## src/rtl/pipeline_pkg.sv

```systemverilog
// Shared pipeline definitions: stall/flush sequencer state and forwarding selects
// used by the hazard unit and the Execute operand muxes.
package pipeline_pkg;

    typedef enum logic {
        RUN,
        MDU_BUSY
    } ctrl_state_t;

    localparam logic [1:0] FWD_NONE = 2'b00;
    localparam logic [1:0] FWD_WB   = 2'b01;
    localparam logic [1:0] FWD_MEM  = 2'b10;

endpackage

```

## src/rtl/pipeline_ctrl.sv

```systemverilog
// Central stall/flush sequencer: merges memory wait states, MDU occupancy, branch
// redirects and load-use stalls into per-stage enables/flushes, plus a stall counter.
module pipeline_ctrl
    import pipeline_pkg::*;
#(
    parameter int MDU_CYCLES = 32
) (
    input  logic        clk,
    input  logic        rst,
    input  logic        load_use_stall,
    input  logic        branch_taken_e,
    input  logic        mdu_req_e,
    input  logic        mem_req_m,
    input  logic        dmem_ready,
    output logic        en_f,
    output logic        en_d,
    output logic        en_e,
    output logic        en_m,
    output logic        flush_d,
    output logic        flush_e,
    output logic        flush_m,
    output logic        flush_w,
    output logic        mdu_start,
    output logic        mdu_done,
    output logic        mdu_busy,
    output logic [31:0] stall_count
);

    localparam int CNT_W = $clog2(MDU_CYCLES + 1);
    localparam logic [CNT_W-1:0] CNT_LOAD = CNT_W'(MDU_CYCLES - 1);

    ctrl_state_t      state, state_d;
    logic [CNT_W-1:0] cnt, cnt_d;
    logic             mem_wait;

    always_ff @(posedge clk) begin
        if (rst) begin
            state       <= RUN;
            cnt         <= '0;
            stall_count <= '0;
        end else begin
            state <= state_d;
            cnt   <= cnt_d;
            if (!en_f)
                stall_count <= stall_count + 32'd1;
        end
    end

    always_comb begin
        mem_wait  = mem_req_m && !dmem_ready;
        state_d   = state;
        cnt_d     = cnt;
        en_f      = 1'b1;
        en_d      = 1'b1;
        en_e      = 1'b1;
        en_m      = 1'b1;
        flush_d   = 1'b0;
        flush_e   = 1'b0;
        flush_m   = 1'b0;
        flush_w   = 1'b0;
        mdu_start = 1'b0;
        mdu_done  = 1'b0;
        mdu_busy  = (state == MDU_BUSY);

        if (rst) begin
            flush_d  = 1'b1;
            flush_e  = 1'b1;
            flush_m  = 1'b1;
            flush_w  = 1'b1;
            mdu_busy = 1'b0;
        end else if (mem_wait) begin
            // Whole pipe freezes; only the M/W slot is bubbled. FSM and cnt hold.
            en_f    = 1'b0;
            en_d    = 1'b0;
            en_e    = 1'b0;
            en_m    = 1'b0;
            flush_w = 1'b1;
        end else if (state == MDU_BUSY) begin
            if (cnt != '0) begin
                en_f    = 1'b0;
                en_d    = 1'b0;
                en_e    = 1'b0;
                flush_m = 1'b1;
                cnt_d   = cnt - CNT_W'(1);
            end else begin
                mdu_done = 1'b1;
                state_d  = RUN;
            end
        end else if (mdu_req_e) begin
            en_f      = 1'b0;
            en_d      = 1'b0;
            en_e      = 1'b0;
            flush_m   = 1'b1;
            mdu_start = 1'b1;
            cnt_d     = CNT_LOAD;
            state_d   = MDU_BUSY;
        end else if (branch_taken_e) begin
            // The load-use victim sits in Decode and is flushed, so no stall is needed.
            flush_d = 1'b1;
            flush_e = 1'b1;
        end else if (load_use_stall) begin
            en_f    = 1'b0;
            en_d    = 1'b0;
            flush_e = 1'b1;
        end
    end

endmodule

```

## config.mk

```make
export PLATFORM = sky130hd
export DESIGN_NAME = pipeline_ctrl
export DESIGN_NICKNAME = d
export VERILOG_FILES = /design/src/rtl/pipeline_pkg.sv /design/src/rtl/pipeline_ctrl.sv
export SDC_FILE = /design/constraint.sdc
export NUM_CORES = 1
export LEC_CHECK = 0
export BUFFER_PORTS_ARGS = -buffer_cell sky130_fd_sc_hd__buf_2
export CORE_ASPECT_RATIO = 1.25
export CORE_MARGIN = 10
export CORE_UTILIZATION = 53
export CTS_CLUSTER_SIZE = 40
export DETAILED_ROUTE_END_ITERATION = 8
export PLACE_DENSITY = 0.79
export SLEW_MARGIN = 20
export SYNTH_ARGS = -nofsm -noshare
export SYNTH_HDL_FRONTEND = slang
export SYNTH_SLANG_ARGS = --single-unit
```

## constraint.sdc

```tcl
create_clock -name clk -period 2.7 [get_ports clk]
set_clock_uncertainty 0.2 [all_clocks]
set_input_delay 0.135 -clock clk [delete_from_list [all_inputs] [get_ports clk]]
set_output_delay 0.135 -clock clk [all_outputs]
set_load 0.005 [all_outputs]
```

Yosys cells after proc, flatten, opt, wreduce, memory -nomap -nowiden:

Index checks and enable logic that the tools add are counted.

* RAM bits: 0
* logic and storage cells: 53
* bits of input ports: 7
* memories kept: 0
* bits in read-only memories: 0
* register bits after elaboration: 39
* output and inout bits: 43
* latch bits: 0

* shifts and indexed selects: 0
* div/mod/pow operators: 0
* reductions and logical operators: 5
* eq/ne operators: 1
* multipliers: 0
* mux-type cells: 41
* bitwise operators: 1
* $add $sub $neg: 2
* magnitude comparators: 0

Operator list (number)
* 1-bit two-way mux: 38
* 32-bit by 1-bit adder with 32-bit output (second input constant): 1
* 6-bit two-way mux: 3
* 6-bit nonzero test: 1
* 6-bit by 1-bit subtractor with 6-bit output (second input constant): 1
* 3-bit AND reduction: 1
* 2-bit by 1-bit != test with 1-bit output (second input constant): 1
* 2-bit nonzero test: 1
* 1-bit logical AND: 1
* 1-bit zero test: 1
* 1-bit inverter: 1

Longest topological paths before layout:

Gate-level depths: netlist of run 1.

* depth in word-level cells: 6
* gate-level depth with buffers: 8
* mapped depth without buffers: 7

Worst setup path before layout of run 1:

Ideal clock, no wire load.

* path type: register to register
* from: register cnt[0]
* to: register stall_count[13]
* period minus slack after synthesis: 2048 ps
* data required time: 2430 ps
* setup slack: 652 ps
* path buffers: 0
* arrival: 1777 ps
* cell stages (with the launch flop): 8
* cells stage by stage: dfxtp_1 > inv_1 > ha_1 > nand4bb_2 > nor3_2 > or4_4 > or3_1 > a21oi_1

* cells in the longest elaborated chain, start to end: 5

RTL lines
* from (decl): line pipeline_ctrl.sv:33 `logic [CNT_W-1:0] cnt, cnt_d;`
* from (signal assigned): line pipeline_ctrl.sv:43 `cnt <= cnt_d;`
* 6-bit nonzero test: line pipeline_ctrl.sv:79 `if (cnt != '0) begin`
* 1-bit two-way mux: line pipeline_ctrl.sv:79
* 1-bit two-way mux: line pipeline_ctrl.sv:78 `end else if (state == MDU_BUSY) begin`
* 1-bit two-way mux: line pipeline_ctrl.sv:71 `end else if (mem_wait) begin`
* 1-bit two-way mux: line pipeline_ctrl.sv:65 `if (rst) begin`
* to (signal assigned): line pipeline_ctrl.sv:45 `stall_count <= stall_count + 32'd1;`
* to (decl): line pipeline_ctrl.sv:26 `output logic [31:0] stall_count`

No other way between the ends.
A chain may end at the register's enable or synchronous reset.

Worst setup path after layout of run 1:

* from: register state
* to: output en_f

* cells in the longest elaborated chain, start to end: 3

RTL lines
* from (decl): line pipeline_ctrl.sv:32 `ctrl_state_t state, state_d;`
* from (signal assigned): line pipeline_ctrl.sv:42 `state <= state_d;`
* 1-bit two-way mux: line pipeline_ctrl.sv:78
* 1-bit two-way mux: line pipeline_ctrl.sv:71
* 1-bit two-way mux: line pipeline_ctrl.sv:65
* to (decl): line pipeline_ctrl.sv:15 `output logic en_f,`

No other way between the ends.

==> results of run 1 <==
## cells in the mapped netlist, types with 4 or more instances
cell type,instances
sky130_fd_sc_hd__a21oi_1,15
sky130_fd_sc_hd__or4_1,5
sky130_fd_sc_hd__o21ai_0,9
sky130_fd_sc_hd__inv_1,8
sky130_fd_sc_hd__xor2_1,6
sky130_fd_sc_hd__or3_1,7
sky130_fd_sc_hd__nor2_1,29
sky130_fd_sc_hd__nor3_1,5
sky130_fd_sc_hd__nand4_1,17
sky130_fd_sc_hd__nand2_1,17
sky130_fd_sc_hd__dfxtp_1,39
sky130_fd_sc_hd__nand2b_1,4
sky130_fd_sc_hd__nor4_1,15
sky130_fd_sc_hd__xnor2_1,13
sky130_fd_sc_hd__o31ai_1,4
sky130_fd_sc_hd__and4_1,4
sky130_fd_sc_hd__nand3_1,12
sky130_fd_sc_hd__clkbuf_1,7
## kinds of logic after synthesis
| group | Yosys count | synth area share |
|---|---|---|
| AO/OA/AOI/OAI | 42 | 0.124 |
| XOR/XNOR | 19 | 0.0773 |
| adder cells (fa/ha/maj) | 3 | 0.0174 |
| buffers and inverters | 23 | 0.0477 |
| flip-flops | 39 | 0.363 |
| AND/OR/NAND/NOR | 136 | 0.370 |
## layout make-up
class | instances | share of cell area
clock buffer | 6 | 0.0324
sequential | 39 | 0.306
tap | 54 | 0.0265
inverter | 8 | 0.0118
clock inverter | 2 | 0.0138
timing repair buffer | 54 | 0.111
multi-input combinational | 200 | 0.498
## sequential cells by signal, summed over array words and instances, names as in the netlist
name	count
stall_count	32
state	1
cnt	6
## stage by stage
step	instance area (µm²)	setup slack, ns	cells
3_5_place_dp	2430	0.426	355
4_1_cts	2550	0.264	363
3_3_place_gp	2430	0.511	355
6_report	2550	0.281	363
5_1_grt	2550	0.136	363
2_1_floorplan	2150	0.652	262
## critical path, stage by stage (launching register included)
cell and delay, ns:
sky130_fd_sc_hd__dfxtp_1 0.37, sky130_fd_sc_hd__nor4_2 0.89, sky130_fd_sc_hd__buf_4 0.29, sky130_fd_sc_hd__or3_1 0.12, sky130_fd_sc_hd__buf_2 0.12
## worst paths after layout
path	start	to	depth (start not counted)
max	state	en_f	4
max reg2reg	stall_count[18]	stall_count[29]	5
min	mem_req_m	state	4
min reg2reg	stall_count[23]	stall_count[23]	2
## per-layer routing
metal  GRT usage  vias to the layer above  share of wire
li1            -                     1060              -
met2       0.283                       66           0.50
met3      0.0523                        7          0.079
met5           0                        -              0
met4      0.0457                        0          0.012
met1       0.175                      982           0.41
## power groups by stage
stage	sequential (µW)	combinational, µW	clock (µW)
global placement	631	158	0
CTS	619	165	515
finish	619	163	508
detailed placement	632	163	0
floorplan	626	115	0
global route	623	185	537
==> impl_results.html, run 1 <==
<table>
<tr><th>Metric</th><th>Value</th></tr>
<tr><th colspan="2">CTS</th></tr>
<tr><td>CTS tree</td><td>done</td></tr>
<tr><td>CTS hold repair buffers</td><td>0</td></tr>
<tr><td>Number of gates resized after CTS</td><td>0</td></tr>
<tr><td>Cell at the root of the clock tree</td><td>sky130_fd_sc_hd__clkbuf_8</td></tr>
<tr><td>CTS Sinks</td><td>39</td></tr>
<tr><td>Buffers inserted during post-CTS setup optimization</td><td>0</td></tr>
<tr><td>Buffer depth of the longest clock path</td><td>2</td></tr>
<tr><td>Clock latency on the worst-skew pair</td><td>0.29 ns</td></tr>
<tr><td>Max H-tree Level</td><td>2</td></tr>
<tr><td>Number of CTS-inserted buffers</td><td>5</td></tr>
<tr><td>Clock slew at the register clock pins of the worst setup and hold paths</td><td>0.07 ns</td></tr>
<tr><th colspan="2">Drt</th></tr>
<tr><td>TritonRoute pass-1 iters</td><td>4</td></tr>
<tr><td>Wire length per cell</td><td>15.3 µm</td></tr>
<tr><td>Initial detailed-routing violation count</td><td>131</td></tr>
<tr><td>Routed WL</td><td>roughly 5600 µm</td></tr>
<tr><td>Mean number of vias per cell</td><td>5.83</td></tr>
<tr><td>Vias after detailed routing</td><td>2115</td></tr>
<tr><td>Residual DRC</td><td>0</td></tr>
<tr><td>Number of nets with antenna violations after detailed routing</td><td>0</td></tr>
<tr><th colspan="2">Finish</th></tr>
<tr><td>Final #Nets</td><td>~320</td></tr>
<tr><td>Fraction of final layout cells sized beyond drive strength 1</td><td>0.249</td></tr>
<tr><td>Top library cells by usage in the layout, fill and taps aside</td><td>49 x sky130_fd_sc_hd__buf_2, 39 x sky130_fd_sc_hd__dfxtp_1, 29 x sky130_fd_sc_hd__nor2_1</td></tr>
<tr><td>Fill count</td><td>roughly 360</td></tr>
<tr><td>Combined area of the multi-input logic cells</td><td>1270 µm²</td></tr>
<tr><td>P&amp;R area growth vs syn</td><td>18.4%</td></tr>
<tr><td>Post-route core utilization</td><td>0.662</td></tr>
<tr><td>Most common cell after layout, fill and taps aside</td><td>sky130_fd_sc_hd__buf_2</td></tr>
<tr><td>Antenna Cells</td><td>0</td></tr>
<tr><td>Sequential standard cell area</td><td>781 µm²</td></tr>
<tr><th colspan="2">Pwr</th></tr>
<tr><td>Relative contribution of combinational cells to total power</td><td>0.127</td></tr>
<tr><td>Worst vdd ir</td><td>0.271 mV</td></tr>
<tr><td>Relative contribution of sequential cells to total power</td><td>0.480</td></tr>
<tr><td>Net load switching power</td><td>331 µW</td></tr>
<tr><td>Cell Pwr Density</td><td>506 nW/µm²</td></tr>
<tr><td>Overall Power</td><td>1290 µW</td></tr>
<tr><td>Sw frac</td><td>0.257</td></tr>
<tr><td>Cell Int Power</td><td>959 µW</td></tr>
<tr><td>Leakage</td><td>0.000933 µW</td></tr>
<tr><td>Part of the total power dissipated in the clock network</td><td>0.394</td></tr>
<tr><th colspan="2">GRT</th></tr>
<tr><td>Wire length of the first global-routing pass</td><td>9550 µm</td></tr>
<tr><td>Antenna violations before repair</td><td>0</td></tr>
<tr><td>Final global-route overflow total</td><td>0</td></tr>
<tr><td>Total routing usage reported by global routing</td><td>0.159</td></tr>
<tr><td>Via count of the first global-routing pass</td><td>2017</td></tr>
<tr><td>Maximum number of pins on one net before global-route repair</td><td>48</td></tr>
<tr><th colspan="2">Worst setup path</th></tr>
<tr><td>Worst setup EP type</td><td>output pin</td></tr>
<tr><td>Endpoint required time on the critical path</td><td>2.37 ns</td></tr>
<tr><td>Worst Path Arrival</td><td>2.08 ns</td></tr>
<tr><td>Minimum setup slack among reg-to-reg paths</td><td>roughly 0.39 ns</td></tr>
<tr><td>Class of the most critical setup path</td><td>flip-flop to output pin</td></tr>
<tr><td>Startpoint type of the worst setup path</td><td>flip-flop</td></tr>
<tr><td>Biggest fanout along the worst timing path</td><td>9</td></tr>
<tr><th colspan="2">Floorplanning</th></tr>
<tr><td>Width of the die</td><td>about 77 µm</td></tr>
<tr><td>Total die area</td><td>7030 µm²</td></tr>
<tr><td>Top Ports</td><td>50</td></tr>
<tr><td>Placement Rows</td><td>25</td></tr>
<tr><td>Area of the core region</td><td>3850 µm²</td></tr>
<tr><td>Effective utilization at floorplan</td><td>0.559</td></tr>
<tr><td>Die Y</td><td>91.2 µm</td></tr>
<tr><th colspan="2">Placement</th></tr>
<tr><td>Final weighted congestion of routability-driven global placement</td><td>0.886</td></tr>
<tr><td>Placed wire-length estimate</td><td>~4100 µm</td></tr>
<tr><td>IO buf count</td><td>roughly 50</td></tr>
<tr><th colspan="2">Logic synthesis</th></tr>
<tr><td>Number of enable flip-flop cells after synthesis</td><td>0</td></tr>
<tr><td>Top FF cell, synth</td><td>sky130_fd_sc_hd__dfxtp_1</td></tr>
<tr><td>Syn Inst Count</td><td>262</td></tr>
<tr><td>Post-synthesis net count</td><td>approximately 270</td></tr>
<tr><td>Combined area of all synthesized cells</td><td>2150 µm²</td></tr>
<tr><td>Seq/Total Area, Yosys</td><td>0.363</td></tr>
<tr><td>Number of distinct library cell variants in the gate-level netlist after synthesis</td><td>47</td></tr>
<tr><td>Top area cells in the synthesized netlist</td><td>sky130_fd_sc_hd__dfxtp_1 36%, sky130_fd_sc_hd__xnor2_1 5.3%, sky130_fd_sc_hd__nor2_1 5.1%</td></tr>
<tr><td>Ys async rst share</td><td>0</td></tr>
<tr><td>Area fraction of the dominant cell type after synthesis</td><td>0.363</td></tr>
<tr><td>Warning count from the yosys run</td><td>0</td></tr>
<tr><td>Count of state elements after synthesis</td><td>39</td></tr>
<tr><td>Library cell with the largest summed area after synthesis</td><td>sky130_fd_sc_hd__dfxtp_1</td></tr>
<tr><td>Mean Syn Cell Area</td><td>about 8 µm²</td></tr>
<tr><th colspan="2">Flow run</th></tr>
<tr><td>Max_cap viols</td><td>0</td></tr>
<tr><th colspan="2">Timing</th></tr>
<tr><td>Period Utilization, post-route</td><td>0.896</td></tr>
<tr><td>Min cycle time layout</td><td>2.42 ns</td></tr>
<tr><td>Maximum frequency from static timing analysis</td><td>413 MHz</td></tr>
<tr><td>Worst relative slew slack</td><td>0.329</td></tr>
<tr><td>Setup total negative slack</td><td>0 ns</td></tr>
<tr><td>Max-slew violation count</td><td>0</td></tr>
<tr><td>Least-Margin Pin Slew</td><td>0.998 ns</td></tr>
<tr><td>Setup Viol. Count Final</td><td>0</td></tr>
<tr><td>Final Hold Vio Count</td><td>0</td></tr>
<tr><td>Unrepaired setup endpoints after global routing</td><td>no</td></tr>
<tr><td>Hold slack</td><td>around 0.12 ns</td></tr>
<tr><th colspan="2">Min path</th></tr>
<tr><td>Kind of path behind the tightest hold check</td><td>input pin to flip-flop</td></tr>
<tr><th colspan="2">Status</th></tr>
<tr><td>Status</td><td>finished clean</td></tr>
</table>
Note: power is estimated with default switching activity, not from simulation.
==> run 2, diff against run 1 <==
--- a/config.mk
+++ b/config.mk
@@ -6,12 +6,14 @@
 export NUM_CORES = 1
 export LEC_CHECK = 0
 export BUFFER_PORTS_ARGS = -buffer_cell sky130_fd_sc_hd__buf_2
+export CELL_PAD_IN_SITES_DETAIL_PLACEMENT = 1
+export CELL_PAD_IN_SITES_GLOBAL_PLACEMENT = 2
 export CORE_ASPECT_RATIO = 1.25
 export CORE_MARGIN = 10
-export CORE_UTILIZATION = 53
-export CTS_CLUSTER_SIZE = 40
+export CORE_UTILIZATION = 31
+export CTS_CLUSTER_SIZE = 20
 export DETAILED_ROUTE_END_ITERATION = 8
-export PLACE_DENSITY = 0.79
+export PLACE_DENSITY_LB_ADDON = 0.1
 export SLEW_MARGIN = 20
 export SYNTH_ARGS = -nofsm -noshare
 export SYNTH_HDL_FRONTEND = slang
==> run 2 against run 1 <==
Sequential share of layout area fell by 0.86 points. Flip-flop and latch count did not move. Clock power fell by 3%. Utilization fell by 27 points. Register-to-register slack got worse by 0.03 ns. First-iteration DRC count fell by 57%. Maximum frequency fell by 3.7%. Highest routed layer unchanged. Cell area rose by 2.9%. Combinational power barely moved. Count of clock-buffer cells in the layout fell by 1. Hold slack got worse by 0.035 ns. Critical path type unchanged.
==> impl_results.html, run 2 (synthesis gave the netlist of run 1 again) <==
<table>
<tr><th>Metric</th><th>Value</th></tr>
<tr><th colspan="2">CTS</th></tr>
<tr><td>Clock latency on the worst-skew pair</td><td>0.29 ns (about the same)</td></tr>
<tr><td>Clock slew at the register clock pins of the worst setup and hold paths</td><td>0.09 ns (+0.02 ns)</td></tr>
<tr><td>Buffers inserted during post-CTS setup optimization</td><td>0 (unchanged)</td></tr>
<tr><td>CTS tree</td><td>done</td></tr>
<tr><td>CTS hold repair buffers</td><td>0 (unchanged)</td></tr>
<tr><td>Number of CTS-inserted buffers</td><td>5 (unchanged)</td></tr>
<tr><td>Max H-tree Level</td><td>2 (unchanged)</td></tr>
<tr><td>Number of gates resized after CTS</td><td>0 (unchanged)</td></tr>
<tr><td>Buffer depth of the longest clock path</td><td>2 (unchanged)</td></tr>
<tr><td>Cell at the root of the clock tree</td><td>sky130_fd_sc_hd__clkbuf_8</td></tr>
<tr><td>CTS Sinks</td><td>39 (unchanged)</td></tr>
<tr><th colspan="2">Timing</th></tr>
<tr><td>Hold slack</td><td>0.0837 ns (-0.0353 ns)</td></tr>
<tr><td>Final Hold Vio Count</td><td>0 (unchanged)</td></tr>
<tr><td>Least-Margin Pin Slew</td><td>0.897 ns (-0.102 ns)</td></tr>
<tr><td>Setup Viol. Count Final</td><td>0 (unchanged)</td></tr>
<tr><td>Min cycle time layout</td><td>2.51 ns (+0.0923 ns)</td></tr>
<tr><td>Worst relative slew slack</td><td>0.397 (+0.0682)</td></tr>
<tr><td>Max-slew violation count</td><td>0 (unchanged)</td></tr>
<tr><td>Unrepaired setup endpoints after global routing</td><td>no</td></tr>
<tr><td>Maximum frequency from static timing analysis</td><td>398 MHz (-3.7%)</td></tr>
<tr><td>Period Utilization, post-route</td><td>0.930 (+0.0342)</td></tr>
<tr><td>Setup total negative slack</td><td>0 ns (unchanged)</td></tr>
<tr><th colspan="2">Finish</th></tr>
<tr><td>Post-route core utilization</td><td>0.394 (-0.268)</td></tr>
<tr><td>Final #Nets</td><td>323 (+1.6%)</td></tr>
<tr><td>Number of cells in the finished layout apart from fillers</td><td>401 (+10%)</td></tr>
<tr><td>Fraction of final layout cells sized beyond drive strength 1</td><td>0.261 (+0.0120)</td></tr>
<tr><td>Top Registers</td><td>stall_count (32), cnt (6), state (1)</td></tr>
<tr><td>P&amp;R area growth vs syn</td><td>21.8%</td></tr>
<tr><td>Number of flip-flops under the largest register name</td><td>32 (unchanged)</td></tr>
<tr><td>Design area</td><td>2620 µm² (+2.9%)</td></tr>
<tr><td>Antenna Cells</td><td>0 (unchanged)</td></tr>
<tr><td>Top library cells by usage in the layout, fill and taps aside</td><td>49 x sky130_fd_sc_hd__buf_2, 39 x sky130_fd_sc_hd__dfxtp_1, 29 x sky130_fd_sc_hd__nor2_1</td></tr>
<tr><td>Most common cell after layout, fill and taps aside</td><td>sky130_fd_sc_hd__buf_2</td></tr>
<tr><td>Register with the most flip-flops</td><td>stall_count</td></tr>
<tr><th colspan="2">Pwr</th></tr>
<tr><td>Sw frac</td><td>0.269 (+0.0118)</td></tr>
<tr><td>Cell Pwr Density</td><td>488 nW/µm² (-3.6%)</td></tr>
<tr><td>Leakage</td><td>0.000956 µW (+2.4%)</td></tr>
<tr><td>Relative contribution of sequential cells to total power</td><td>0.486 (+0.006)</td></tr>
<tr><td>Net load switching power</td><td>344 µW (+3.8%)</td></tr>
<tr><td>Cell Int Power</td><td>936 µW (-2.4%)</td></tr>
<tr><td>Part of the total power dissipated in the clock network</td><td>0.386 (-0.008)</td></tr>
<tr><td>Relative contribution of combinational cells to total power</td><td>0.127 (about the same)</td></tr>
<tr><td>Worst vdd ir</td><td>0.215 mV (-20%)</td></tr>
<tr><th colspan="2">GRT</th></tr>
<tr><td>Wire length of the first global-routing pass</td><td>11200 µm (+17%)</td></tr>
<tr><td>Antenna violations before repair</td><td>0 (unchanged)</td></tr>
<tr><td>Via count of the first global-routing pass</td><td>2276 (+13%)</td></tr>
<tr><td>Total routing usage reported by global routing</td><td>0.126 (-0.0329)</td></tr>
<tr><td>Maximum number of pins on one net before global-route repair</td><td>30 (-38%)</td></tr>
<tr><td>Final global-route overflow total</td><td>0 (unchanged)</td></tr>
<tr><th colspan="2">Drt</th></tr>
<tr><td>Number of nets with antenna violations after detailed routing</td><td>0 (unchanged)</td></tr>
<tr><td>Routed WL</td><td>6470 µm (+16%)</td></tr>
<tr><td>Residual DRC</td><td>0 (unchanged)</td></tr>
<tr><td>Mean number of vias per cell</td><td>5.39 (-7.5%)</td></tr>
<tr><td>TritonRoute pass-1 iters</td><td>4 (unchanged)</td></tr>
<tr><td>Wire length per cell</td><td>16.1 µm (+5.3%)</td></tr>
<tr><td>Initial detailed-routing violation count</td><td>56 (-57%)</td></tr>
<tr><td>Vias after detailed routing</td><td>2161 (+2.2%)</td></tr>
<tr><th colspan="2">Placement</th></tr>
<tr><td>Final weighted congestion of routability-driven global placement</td><td>0.736 (-17%)</td></tr>
<tr><td>IO buf count</td><td>49 (unchanged)</td></tr>
<tr><td>Placement-stage cell area</td><td>2510 µm² (+3.2%)</td></tr>
<tr><td>Number of placed instances, taps included</td><td>393 (+11%)</td></tr>
<tr><td>Placed wire-length estimate</td><td>5030 µm (+23%)</td></tr>
<tr><th colspan="2">Worst setup path</th></tr>
<tr><td>Worst setup EP type</td><td>output pin</td></tr>
<tr><td>Biggest fanout along the worst timing path</td><td>15 (+6)</td></tr>
<tr><td>Worst Path Arrival</td><td>2.18 ns (+0.10 ns)</td></tr>
<tr><td>Class of the most critical setup path</td><td>flip-flop to output pin</td></tr>
<tr><td>Startpoint type of the worst setup path</td><td>flip-flop</td></tr>
<tr><td>Endpoint required time on the critical path</td><td>2.37 ns (about the same)</td></tr>
<tr><th colspan="2">Floorplanning</th></tr>
<tr><td>Effective utilization at floorplan</td><td>0.324 (-0.236)</td></tr>
<tr><td>Area of the core region</td><td>6650 µm² (+73%)</td></tr>
<tr><td>Total die area</td><td>10700 µm² (+52%)</td></tr>
<tr><td>Placement Rows</td><td>33 (+32%)</td></tr>
<tr><td>Die Y</td><td>113 µm (+24%)</td></tr>
<tr><td>Top Ports</td><td>50 (unchanged)</td></tr>
<tr><td>Width of the die</td><td>94.5 µm (+23%)</td></tr>
<tr><th colspan="2">Status</th></tr>
<tr><td>Status</td><td>finished clean</td></tr>
<tr><th colspan="2">Flow run</th></tr>
<tr><td>Max_cap viols</td><td>0 (unchanged)</td></tr>
<tr><th colspan="2">Min path</th></tr>
<tr><td>Kind of path behind the tightest hold check</td><td>input pin to flip-flop</td></tr>
</table>
## run 2: changes by cell type in the layout (fill, tap and decap cells not counted), sizes merged
cell    delta
buf        +5
clkbuf     -1
clkinv     +1
## run 2: critical path, cell delays in order, from the launching register on
cell	delay, ns
sky130_fd_sc_hd__dfxtp_1	0.49
sky130_fd_sc_hd__nor4_2	0.87
sky130_fd_sc_hd__buf_4	0.29
sky130_fd_sc_hd__or3_1	0.12
sky130_fd_sc_hd__buf_2	0.11
## run 2: area by class of cell
class	count	area [µm²]
inverter	8	30.0
clock inverter	3	43.8
tap	87	109
multi-input combinational	200	1270
clock buffer	5	68.8
timing repair buffer	59	320
sequential	39	781
fill	841	4030
## run 2: routing by layer
layer,vias up,global-route usage,share of wire
met5,-,0,0
met4,0,0.0340,0.0094
met3,7,0.0357,0.060
met2,39,0.224,0.51
met1,1047,0.142,0.42
li1,1068,-,-
## run 2: through the flow
step	power (µW)	setup slack (ns)
floorplan	742	0.652
global placement	801	0.408
detailed placement	803	0.382
CTS	1310	0.180
global route	1360	0.0312
finish	1280	0.188
## run 2: worst paths after layout
kind,start,to,slack (ns),depth (start not counted)
min,rst,cnt[5],0.08,2
min reg2reg,stall_count[23],stall_count[23],0.30,2
max,state,en_f,0.19,4
max reg2reg,cnt[0],stall_count[13],0.36,8
## run 2: power by group through the flow
stage                     Clock [µW]  Sequential [µW]  Combinational (µW)
after floorplan                    0              626                 115
after global placement             0              636                 165
after detailed placement           0              636                 167
after CTS                        518              623                 167
after global routing             544              627                 188
final                            494              623                 163
